File: src/rtl/fpu_pkg.sv
// Shared FPU definitions: width limits, unpacked operand, special-value constants, flag indices.
package fpu_pkg;

    localparam int EXP_W_DEF = 8;
    localparam int MAN_W_DEF = 23;
    localparam int MAX_EXP_W = 16;
    localparam int MAX_MAN_W = 64;
    localparam int MAX_W     = 1 + MAX_EXP_W + MAX_MAN_W;

    localparam int FLG_INVALID   = 3;
    localparam int FLG_OVERFLOW  = 2;
    localparam int FLG_UNDERFLOW = 1;
    localparam int FLG_INEXACT   = 0;

    // Fields sized for the widest supported format; users take the low EXP_W / MAN_W+1 bits.
    typedef struct packed {
        logic                 sign;
        logic [MAX_EXP_W-1:0] exp;
        logic [MAX_MAN_W:0]   mant;
        logic                 is_nan;
        logic                 is_snan;
        logic                 is_inf;
        logic                 is_zero;
    } fp_unpk_t;

    function automatic logic [MAX_W-1:0] fp_qnan(input int exp_w, input int man_w);
        logic [MAX_W-1:0] r;
        r = '0;
        for (int i = 0; i < exp_w; i++) r[man_w + i] = 1'b1;
        r[man_w - 1] = 1'b1;
        return r;
    endfunction

    function automatic logic [MAX_W-1:0] fp_inf(input logic sign, input int exp_w, input int man_w);
        logic [MAX_W-1:0] r;
        r = '0;
        for (int i = 0; i < exp_w; i++) r[man_w + i] = 1'b1;
        r[exp_w + man_w] = sign;
        return r;
    endfunction

endpackage

File: src/rtl/fpu_lzc.sv
// Combinational leading-zero counter; an all-zero input returns W.
module fpu_lzc #(
    parameter int  W  = 28,
    localparam int CW = $clog2(W + 1)
) (
    input  logic [W-1:0]  din,
    output logic [CW-1:0] cnt
);

    // Higher set bits overwrite lower ones, so the most significant one wins.
    always_comb begin
        cnt = CW'(W);
        for (int i = 0; i < W; i++)
            if (din[i]) cnt = CW'(W - 1 - i);
    end

endmodule

File: src/rtl/fpu_addsub_pipe.sv
// Three-stage IEEE-754 add/sub (RNE, denormals flushed to zero).
// FPU_ADDSUB_FLAGS_EN adds the {invalid, overflow, underflow, inexact} flags port and its pipeline.
module fpu_addsub_pipe
    import fpu_pkg::*;
#(
    parameter int  EXP_W = EXP_W_DEF,
    parameter int  MAN_W = MAN_W_DEF,
    localparam int nBITS = 1 + EXP_W + MAN_W
) (
    input  logic             clk,
    input  logic             rst_n,
    input  logic [nBITS-1:0] din1,
    input  logic [nBITS-1:0] din2,
    input  logic             op,
    input  logic             dval,
    output logic [nBITS-1:0] result,
    output logic             rdy
`ifdef FPU_ADDSUB_FLAGS_EN
    ,
    output logic [3:0]       flags
`endif
);

    localparam int STAGES = 3;
    localparam int MW     = MAN_W + 4;
    localparam int SW     = MAN_W + 5;
    localparam int CW     = $clog2(SW + 1);
    localparam int XW     = ((EXP_W > CW) ? EXP_W : CW) + 2;

    localparam logic [nBITS-1:0] QNAN = nBITS'(fp_qnan(EXP_W, MAN_W));
    localparam logic [nBITS-1:0] PINF = nBITS'(fp_inf(1'b0, EXP_W, MAN_W));
    localparam logic [nBITS-1:0] NINF = nBITS'(fp_inf(1'b1, EXP_W, MAN_W));
    localparam logic [XW-1:0]    EMAX = XW'((1 << EXP_W) - 1);

    function automatic fp_unpk_t unpack(input logic [nBITS-1:0] w, input logic s);
        fp_unpk_t         u;
        logic [EXP_W-1:0] e;
        logic [MAN_W-1:0] f;
        e = w[nBITS-2:MAN_W];
        f = w[MAN_W-1:0];
        u = '0;
        u.sign    = s;
        u.is_zero = (e == '0);
        u.is_inf  = (&e) && (f == '0);
        u.is_nan  = (&e) && (f != '0);
        u.is_snan = u.is_nan && !f[MAN_W-1];
        if (!u.is_zero) begin
            u.exp  = MAX_EXP_W'(e);
            u.mant = (MAX_MAN_W + 1)'({1'b1, f});
        end
        return u;
    endfunction

    logic [STAGES:1] vld_pipe;

    // ---------------- stage 1: unpack / order / align ----------------
    fp_unpk_t         ua, ub;
    logic [EXP_W-1:0] ea, eb, e_big, e_small, d;
    logic [MAN_W:0]   ma, mb, m_big, m_small;
    logic             a_big, s_big, sp_n, inv_n;
    logic [MW-1:0]    sm_ext, mask, aligned;
    logic [nBITS-1:0] sp_res_n;

    always_comb begin
        ua      = unpack(din1, din1[nBITS-1]);
        ub      = unpack(din2, din2[nBITS-1] ^ op);
        ea      = ua.exp[EXP_W-1:0];
        eb      = ub.exp[EXP_W-1:0];
        ma      = ua.mant[MAN_W:0];
        mb      = ub.mant[MAN_W:0];
        a_big   = {ea, ma} >= {eb, mb};
        e_big   = a_big ? ea : eb;
        e_small = a_big ? eb : ea;
        m_big   = a_big ? ma : mb;
        m_small = a_big ? mb : ma;
        s_big   = a_big ? ua.sign : ub.sign;
        d       = e_big - e_small;
        sm_ext  = {m_small, 3'b000};
        mask    = ~({MW{1'b1}} << d);
        if (int'(d) >= MAN_W + 3)
            aligned = {{(MW-1){1'b0}}, |m_small};
        else
            aligned = (sm_ext >> d) | {{(MW-1){1'b0}}, |(sm_ext & mask)};

        sp_n     = ua.is_nan | ub.is_nan | ua.is_inf | ub.is_inf;
        inv_n    = 1'b0;
        sp_res_n = QNAN;
        if (ua.is_nan || ub.is_nan)
            inv_n = ua.is_snan | ub.is_snan;
        else if (ua.is_inf && ub.is_inf) begin
            if (ua.sign != ub.sign) inv_n = 1'b1;
            else sp_res_n = ua.sign ? NINF : PINF;
        end else if (ua.is_inf)
            sp_res_n = ua.sign ? NINF : PINF;
        else
            sp_res_n = ub.sign ? NINF : PINF;
    end

    logic             s1_sp, s1_sign, s1_zsign, s1_sub;
    logic [nBITS-1:0] s1_sp_res;
    logic [EXP_W-1:0] s1_exp;
    logic [MW-1:0]    s1_mbig, s1_msml;

    always_ff @(posedge clk) begin
        if (rst_n && dval) begin
            s1_sp     <= sp_n;
            s1_sp_res <= sp_res_n;
            s1_sign   <= s_big;
            s1_zsign  <= ua.sign & ub.sign;
            s1_sub    <= ua.sign ^ ub.sign;
            s1_exp    <= e_big;
            s1_mbig   <= {m_big, 3'b000};
            s1_msml   <= aligned;
        end
    end

    // ---------------- stage 2: add / LZC ----------------
    logic [SW-1:0] sum_n;
    logic [CW-1:0] lz_n;

    assign sum_n = s1_sub ? ({1'b0, s1_mbig} - {1'b0, s1_msml})
                          : ({1'b0, s1_mbig} + {1'b0, s1_msml});

    fpu_lzc #(.W(SW)) u_lzc (
        .din (sum_n),
        .cnt (lz_n)
    );

    logic             s2_sp, s2_sign, s2_zsign;
    logic [nBITS-1:0] s2_sp_res;
    logic [EXP_W-1:0] s2_exp;
    logic [SW-1:0]    s2_sum;
    logic [CW-1:0]    s2_lz;

    always_ff @(posedge clk) begin
        if (vld_pipe[1]) begin
            s2_sp     <= s1_sp;
            s2_sp_res <= s1_sp_res;
            s2_sign   <= s1_sign;
            s2_zsign  <= s1_zsign;
            s2_exp    <= s1_exp;
            s2_sum    <= sum_n;
            s2_lz     <= lz_n;
        end
    end

    // ---------------- stage 3: normalise / round / pack ----------------
    logic [CW-1:0]    sh;
    logic [MW-1:0]    norm;
    logic [XW-1:0]    e_n, e_r;
    logic             rup, zero, ovf, unf;
    logic [MAN_W+1:0] mr;
    logic [MAN_W-1:0] frac;
    logic [nBITS-1:0] res_n;

    always_comb begin
        sh = s2_lz - CW'(1);
        // Hidden bit belongs at MW-1: carry shifts right once, otherwise left by lz-1.
        if (s2_sum[SW-1]) begin
            norm = s2_sum[SW-1:1] | {{(MW-1){1'b0}}, s2_sum[0]};
            e_n  = {{(XW-EXP_W){1'b0}}, s2_exp} + XW'(1);
        end else begin
            norm = s2_sum[MW-1:0] << sh;
            e_n  = {{(XW-EXP_W){1'b0}}, s2_exp} - XW'(sh);
        end
        rup  = norm[2] & (norm[1] | norm[0] | norm[3]);
        mr   = {1'b0, norm[MW-1:3]} + (MAN_W + 2)'(rup);
        e_r  = e_n + XW'(mr[MAN_W+1]);
        frac = mr[MAN_W+1] ? '0 : mr[MAN_W-1:0];
        zero = (s2_sum == '0);
        ovf  = !e_r[XW-1] && (e_r >= EMAX);
        unf  = e_r[XW-1] || (e_r == '0);

        res_n = {s2_sign, e_r[EXP_W-1:0], frac};
        if (s2_sp)     res_n = s2_sp_res;
        else if (zero) res_n = {s2_zsign, {(nBITS-1){1'b0}}};
        else if (ovf)  res_n = s2_sign ? NINF : PINF;
        else if (unf)  res_n = {s2_sign, {(nBITS-1){1'b0}}};
    end

    always_ff @(posedge clk) begin
        if (!rst_n) begin
            vld_pipe <= '0;
            result   <= '0;
        end else begin
            vld_pipe <= {vld_pipe[STAGES-1:1], dval};
            if (vld_pipe[2]) result <= res_n;
        end
    end

    assign rdy = vld_pipe[STAGES];

`ifdef FPU_ADDSUB_FLAGS_EN
    logic       s1_inv, s2_inv;
    logic [3:0] flags_n;

    always_ff @(posedge clk) begin
        if (rst_n && dval) s1_inv <= inv_n;
        if (vld_pipe[1])   s2_inv <= s1_inv;
    end

    always_comb begin
        flags_n = '0;
        if (s2_sp)
            flags_n[FLG_INVALID] = s2_inv;
        else if (!zero) begin
            if (ovf) begin
                flags_n[FLG_OVERFLOW] = 1'b1;
                flags_n[FLG_INEXACT]  = 1'b1;
            end else if (unf) begin
                flags_n[FLG_UNDERFLOW] = 1'b1;
                flags_n[FLG_INEXACT]   = 1'b1;
            end else
                flags_n[FLG_INEXACT] = |norm[2:0];
        end
    end

    always_ff @(posedge clk) begin
        if (!rst_n)           flags <= '0;
        else if (vld_pipe[2]) flags <= flags_n;
    end
`endif

endmodule

File: config.mk
export PLATFORM = sky130hd
export DESIGN_NAME = fpu_addsub_pipe
export DESIGN_NICKNAME = d
export VERILOG_FILES = /design/src/rtl/fpu_pkg.sv /design/src/rtl/fpu_lzc.sv /design/src/rtl/fpu_addsub_pipe.sv
export SDC_FILE = /design/constraint.sdc
export NUM_CORES = 1
export LEC_CHECK = 0
export ABC_AREA = 1
export ABC_CLOCK_PERIOD_IN_PS = 7700
export BUFFER_PORTS_ARGS = -buffer_cell sky130_fd_sc_hd__buf_2
export CAP_MARGIN = 20
export CORE_MARGIN = 2
export CORE_UTILIZATION = 35
export DETAILED_ROUTE_END_ITERATION = 16
export GPL_TIMING_DRIVEN = 0
export PLACE_DENSITY = 0.49
export SYNTH_ARGS = -nofsm -noshare
export SYNTH_HDL_FRONTEND = slang
export SYNTH_SLANG_ARGS = --single-unit
File: constraint.sdc
create_clock -name clk -period 7.7 [get_ports clk]
set_input_delay 0.77 -clock clk [delete_from_list [all_inputs] [get_ports clk]]
set_output_delay 0.77 -clock clk [all_outputs]
set_load 0.01 [all_outputs]
# Word-level counts from Yosys, hierarchy flattened
# Cells that the tools add are included.
# totals
reg_bits	206
latch_bits	0
ram_bits	0
rom_bits	0
in_bits	68
output_inout_bits	33
word_cells	125
mem_count	0
# classes
add_sub_neg	8
multipliers	0
n_div	0
magnitude_cmp	3
n_eq_ne	1
n_shift	3
muxes	49
n_bitwise	13
reduce_logical	26
# ops
cell	n
$mux 32	9
$mux 73	2
$mux 4	16
$or 27x1->27	2
$mux 24	2
$logic_not 23->1	2
$reduce_bool 23->1	2
$ge 32x32->1	1
$mux 31	1
$add 27x27->28	1
$logic_not 28->1	1
$mux 28	1
$sub 27x27->28	1
$and 27x27->27	1
$mux 27	1
$not 27->27	1
$reduce_or 27->1	1
$shl 27x5->27	1
$shl 27x8->27 const A	1
$shr 27x8->27	1
$add 24x1->25	1
$mux 3	8
$reduce_or 24->1	1
$mux 23	1
25 further kinds	44

# Longest topological paths before layout
# logic_depth
depth_word	29
ltp_mapped	43
mapped_depth_nobuf	39

# Modules after synthesis
# From an unflattened synthesis, not the netlist that was laid out.
# hier_totals
cells_unflattened	2175
hier_area_um2	14441.4
# modules_own_cells
module	n_inst	cells_each	area_each_um2	seq_area_each_um2
fpu_addsub_pipe	1	2091	14042.2	4033.9
fpu_lzc	1	84	399.1	0.0

# Worst setup path after synthesis
# No wires, ideal clock.
# synth_timing
kind	register -> register
startpoint	reg s2_lz[0]
endpoint	reg result[11]
setup_ns	0.070
t_arrival_ns	5.784
t_required_ns	7.630
path_slack_ns	1.846
path_stages_with_launch	43
n_path_buf	6
period_less_slack_ns	5.854
path_cell_list	edfxtp_1 buf_4 clkbuf_1 buf_2 inv_1 ha_1 xnor2_1 buf_2 buf_1 nand2_1 nor2_1 inv_1 o22ai_1 nand2_1 inv_1 ha_1 nand2_1 nor2_2 [... 7 more ...] nand3b_1 nor3_1 ha_1 ha_1 inv_1 nor2_1 nand3_1 nor2_1 nand2_1 nor2_1 xnor2_1 inv_1 nand4_1 nand2_1 nor3_2 buf_2 nand2_1 a21oi_1
# synth_via
elab_chain_cells	14
# synth_lines
item	line	source
start: declaration	fpu_addsub_pipe.sv:133	logic [CW-1:0] s2_lz;
start signal: assignment	fpu_addsub_pipe.sv:143	s2_lz <= lz_n;
$sub 5x1->5 *	fpu_addsub_pipe.sv:157	sh = s2_lz - CW'(1);
parallel branches: the longest is 10 deep, another holds $add 24x1->25	-	
$mux 32 *	fpu_addsub_pipe.sv:177	else if (ovf) res_n = s2_sign ? NINF : PINF;
$mux 32 *	fpu_addsub_pipe.sv:176	else if (zero) res_n = {s2_zsign, {(nBITS-1){1'b0}}};
$mux 32 *	fpu_addsub_pipe.sv:175	if (s2_sp) res_n = s2_sp_res;
end signal: assignment	fpu_addsub_pipe.sv:187	if (vld_pipe[2]) result <= res_n;
end: declaration	fpu_addsub_pipe.sv:16	output logic [nBITS-1:0] result,
# Every way passes the cells marked *.
# A chain may end at the register's enable or synchronous reset.

# Worst setup path after layout
# layout_timing
startpoint	reg s2_lz[0]
endpoint	reg result[19]
# Same word-level chain as after synthesis.

==> impl_metrics.yaml <==
outcome:
  outcome: "finished clean"
clock_network:
  cts-hold-fix-buffers: 0
  cts.sink_count: 146
  clockRootBuffer: "sky130_fd_sc_hd__clkbuf_16"
  clockBufferDepth: 2
  cts_made_buffers: 17
  tritoncts: "yes"
  path_clk_slew_ns: 0.06
  ctsHtreeMaxLevel: 4
  clkLatencyLatePin_ns: 0.46
die:
  die_w_um: 209
  effective_utilization_at_floorplan_pct: 35.2
  top_level_ports: 101
  fp.coreArea_sq_um: 41800
  dieHeight_um: 209
  num_rows: 75
  floorplan.die_area_sq_um: 43700
sta:
  worst_slew_pin_slew_ns: 0.896
  finalSetupViolations: 0
  rsz_0062_raised_after_global_routing: "no"
  slew_headroom_pct: 39.7
  max_clock_freq_ghz: 0.145
  fin_skew_ns: 0.00647
  finalCriticalPeriod_ns: 6.89
  hold_violations: 0
  timing.final.crit_share_pct: 89.5
  final-max-slew-violation-count: 0
synth:
  synth_area_sq_um: 14700
  yosys_warnings: 0
  yosysUniqueCellTypes: 56
  synth.ff_latch_count: 146
  synth_cells: 2296
  yosysSeqAreaShare_pct: 27.4
  post_synth.cell_area_avg_sq_um: 6.41
  synth_async_sr_flop_share_pct: 0
  syn-num-nets: 2460
  synth_edf_count: 111
  post_synth_top_flop: "sky130_fd_sc_hd__edfxtp_1"
hold_path:
  worst_hold_path_type: "flip-flop to flip-flop"
power_and_ir_drop:
  seq_power_share_pct: 28.8
  peakVddDrop_uv: 104
  p_comb_share_pct: 46.0
  internal_power_mw: 1.89
  finalPower_mw: 3.41
  power_switching_share_pct: 44.6
  p_sw_mw: 1.52
  powerDensity_nw_per_um2: 205
  clock_power_share_pct: 25.2
  leakagePower_nw: 8.05
setup_path:
  timing.critical_path.slowest_stage_cell: "sky130_fd_sc_hd__nor3_4"
  timing.critical_path.mode_cell: "sky130_fd_sc_hd__nand2_1"
  critPathKind: "flip-flop to flip-flop"
  critical_path_arrival_ns: 7.28
  worst-r2r-setup-slack_ns: 0.81
  worstSetupEndpointType: "flip-flop"
  startpoint_type: "flip-flop"
  worst_path_largest_cell_delay_ns: 0.35
  cp_max_fo: 19
  cp.required_ns: 8.09
finish:
  postLayoutCellArea_sq_um: 16600
  diodes_inserted: 0
  layout.nets: 2584
  layout-drive-gt1-share_pct: 10.0
  fillCellCount: 4555
  fin_util_pct: 39.7
  area_delta_synth_final_pct: 12.8
placed_design:
  detailed_place.area_sq_um: 15900
  place.port_buffers: 100
  gpl.final_weighted_congestion: 0.996
  dp_hpwl_um: 44300
global_routing:
  grt_start_max_net_pins: 43
  grt_antenna_before_repair: 0
  grt_pass1_wl_um: 81800
  grt_util_all_layers_pct: 24.2
  globalRoute.totalOverflow: 0
  via_count_of_the_first_global_routing_pass: 14900
flow_run:
  max_cap_viols: 0
drt:
  detail_route.wirelength_um: 52600
  drt_iter0_drc: 1076
  detailroute.via_count: 15300
  wl_per_cell_um: 17.7
  vias_per_cell: 5.16
  count_of_unresolved_drc_violations_after_routing: 0
  drtPass1Iterations: 7
  antenna_left: 0
synthesized netlist by cell type (4+ instances only):
library cell               number  area [sq um]
sky130_fd_sc_hd__ha_1          94          1180
sky130_fd_sc_hd__o22ai_1       53           332
sky130_fd_sc_hd__a31oi_1       11          68.8
sky130_fd_sc_hd__o21bai_1       4          30.0
sky130_fd_sc_hd__buf_1         14          52.6
sky130_fd_sc_hd__nor2_1       183           687
sky130_fd_sc_hd__or2_2          8          50.1
sky130_fd_sc_hd__nand3_2        5          50.1
sky130_fd_sc_hd__buf_4          4          30.0
sky130_fd_sc_hd__clkbuf_1      61           229
sky130_fd_sc_hd__nor4_1        20           125
sky130_fd_sc_hd__nand2_1      662          2480
sky130_fd_sc_hd__mux2i_1        8          80.1
sky130_fd_sc_hd__buf_2         18          90.1
sky130_fd_sc_hd__a21oi_1      118           591
sky130_fd_sc_hd__edfxtp_1     111          3330
sky130_fd_sc_hd__xor2_1        31           272
sky130_fd_sc_hd__nand2_2       13          81.3
sky130_fd_sc_hd__a21o_1         5          37.5
sky130_fd_sc_hd__o221ai_1       5          43.8
sky130_fd_sc_hd__a221oi_1       5          43.8
sky130_fd_sc_hd__o211ai_1      15           113
sky130_fd_sc_hd__nand4_1       44           275
sky130_fd_sc_hd__nor3_1        25           125
sky130_fd_sc_hd__xnor2_1        8          70.1
sky130_fd_sc_hd__o21ai_1       14          70.1
sky130_fd_sc_hd__dfxtp_1       35           701
sky130_fd_sc_hd__o21ai_0      145           726
sky130_fd_sc_hd__nand3b_1       6          45.0
sky130_fd_sc_hd__nand3_1      154           771
sky130_fd_sc_hd__nor2_2        14          87.6
sky130_fd_sc_hd__inv_1        336          1260
sky130_fd_sc_hd__inv_2         10          37.5
sky130_fd_sc_hd__o21a_1        12          90.1
worst paths after layout:
| kind | cells past startpoint | to | start |
|---|---|---|---|
| worst min register to register | 0 | s2_exp[2] | s1_exp[2] |
| worst max register to register | 42 | result[19] | s2_lz[0] |
| worst max-delay path | 42 | result[19] | s2_lz[0] |
| worst min-delay path | 0 | s2_exp[2] | s1_exp[2] |
sequential cells by signal (all words and copies together), names as in the netlist:
signal     flops
result        32
s2_sum        28
s1_msml       27
s1_mbig       24
s1_exp         8
s2_exp         8
s2_lz          5
vld_pipe       3
s1_sp_res      2
s2_sp_res      2
s1_sign        1
s1_sp          1
s1_sub         1
s1_zsign       1
s2_sign        1
s2_sp          1
s2_zsign       1
final cells by class:
cell class / instances / area, sq um / area share (%)
flip-flops and latches: 146 / 4040 / 24.3
multi-input cells: 1701 / 8970 / 54.1
plain buffers: 99 / 435 / 2.62
well taps: 539 / 674 / 4.06
inverters: 349 / 1310 / 7.92
clock buffers: 17 / 425 / 2.56
clock inverters: 15 / 170 / 1.03
repair buffers: 106 / 571 / 3.44
cell families after synthesis:
group                    synth area share (%)
AO/OA/AOI/OAI                            15.9
XOR/XNOR                                 2.76
adder cells (fa/ha/maj)                  8.27
buffers and inverters                    11.9
flip-flops                               27.4
multiplexers                            0.544
AND/OR/NAND/NOR                          33.3
per-stage QoR:
| stage | instances | hold slack (ns) | setup TNS [ns] | setup WS (ns) |
|---|---|---|---|---|
| floorplan | 2296 | 0.400 | 0 | 1.85 |
| finish | 2972 | 0.431 | 0 | 0.808 |
| CTS | 2969 | 0.432 | 0 | 0.0795 |
| global placement | 2935 | 0.411 | -8.96 | -0.481 |
| detailed placement | 2937 | 0.416 | -8.55 | -0.497 |
| global route | 2972 | 0.443 | 0 | 0.0474 |
timing repair:
item,4_1_cts,5_1_grt
pin swaps,0,1
setup endpoints to repair,25,29
buffers inserted,0,4
gates resized for setup,6,6
endpoints found under the hold margin,0,0
critical path: cells and delay by family (launching register included):
kind            cells  cell delay [ns]
xor+xnor            2             0.36
simple gates       22             3.18
buf+inv            11             1.81
flops               1             0.33
fa+ha+maj           4             0.75
compound gates      3             0.37
power by group through the flow:
stage               sequential, mW  combinational [mW]  clock (mW)
floorplan                    0.979                1.08           0
global placement              1.00                1.54           0
detailed placement           0.998                1.54           0
CTS                          0.981                1.55       0.878
global route                 0.988                1.75       0.910
finish                       0.981                1.57       0.857
placed cells by master, fill, tap and decap left out, types with 44 or more instances in the layout:
cell type,count
sky130_fd_sc_hd__a21oi_1,118
sky130_fd_sc_hd__nand4_1,44
sky130_fd_sc_hd__o22ai_1,53
sky130_fd_sc_hd__nor2_1,182
sky130_fd_sc_hd__nand2_1,662
sky130_fd_sc_hd__nand3_1,154
sky130_fd_sc_hd__clkbuf_1,59
sky130_fd_sc_hd__buf_2,119
sky130_fd_sc_hd__edfxtp_1,111
sky130_fd_sc_hd__ha_1,93
sky130_fd_sc_hd__o21ai_0,144
sky130_fd_sc_hd__inv_1,335
layer usage:
metal / vias to the layer above / GRT usage, % / routed length, um
met5: - / 0 / 0
met4: 0 / 13.3 / 2810
met3: 123 / 2.45 / 1680
met2: 408 / 43.9 / 26200
met1: 7018 / 28.0 / 21900
li1: 7796 / - / -
(Power assumes the default switching activity.)
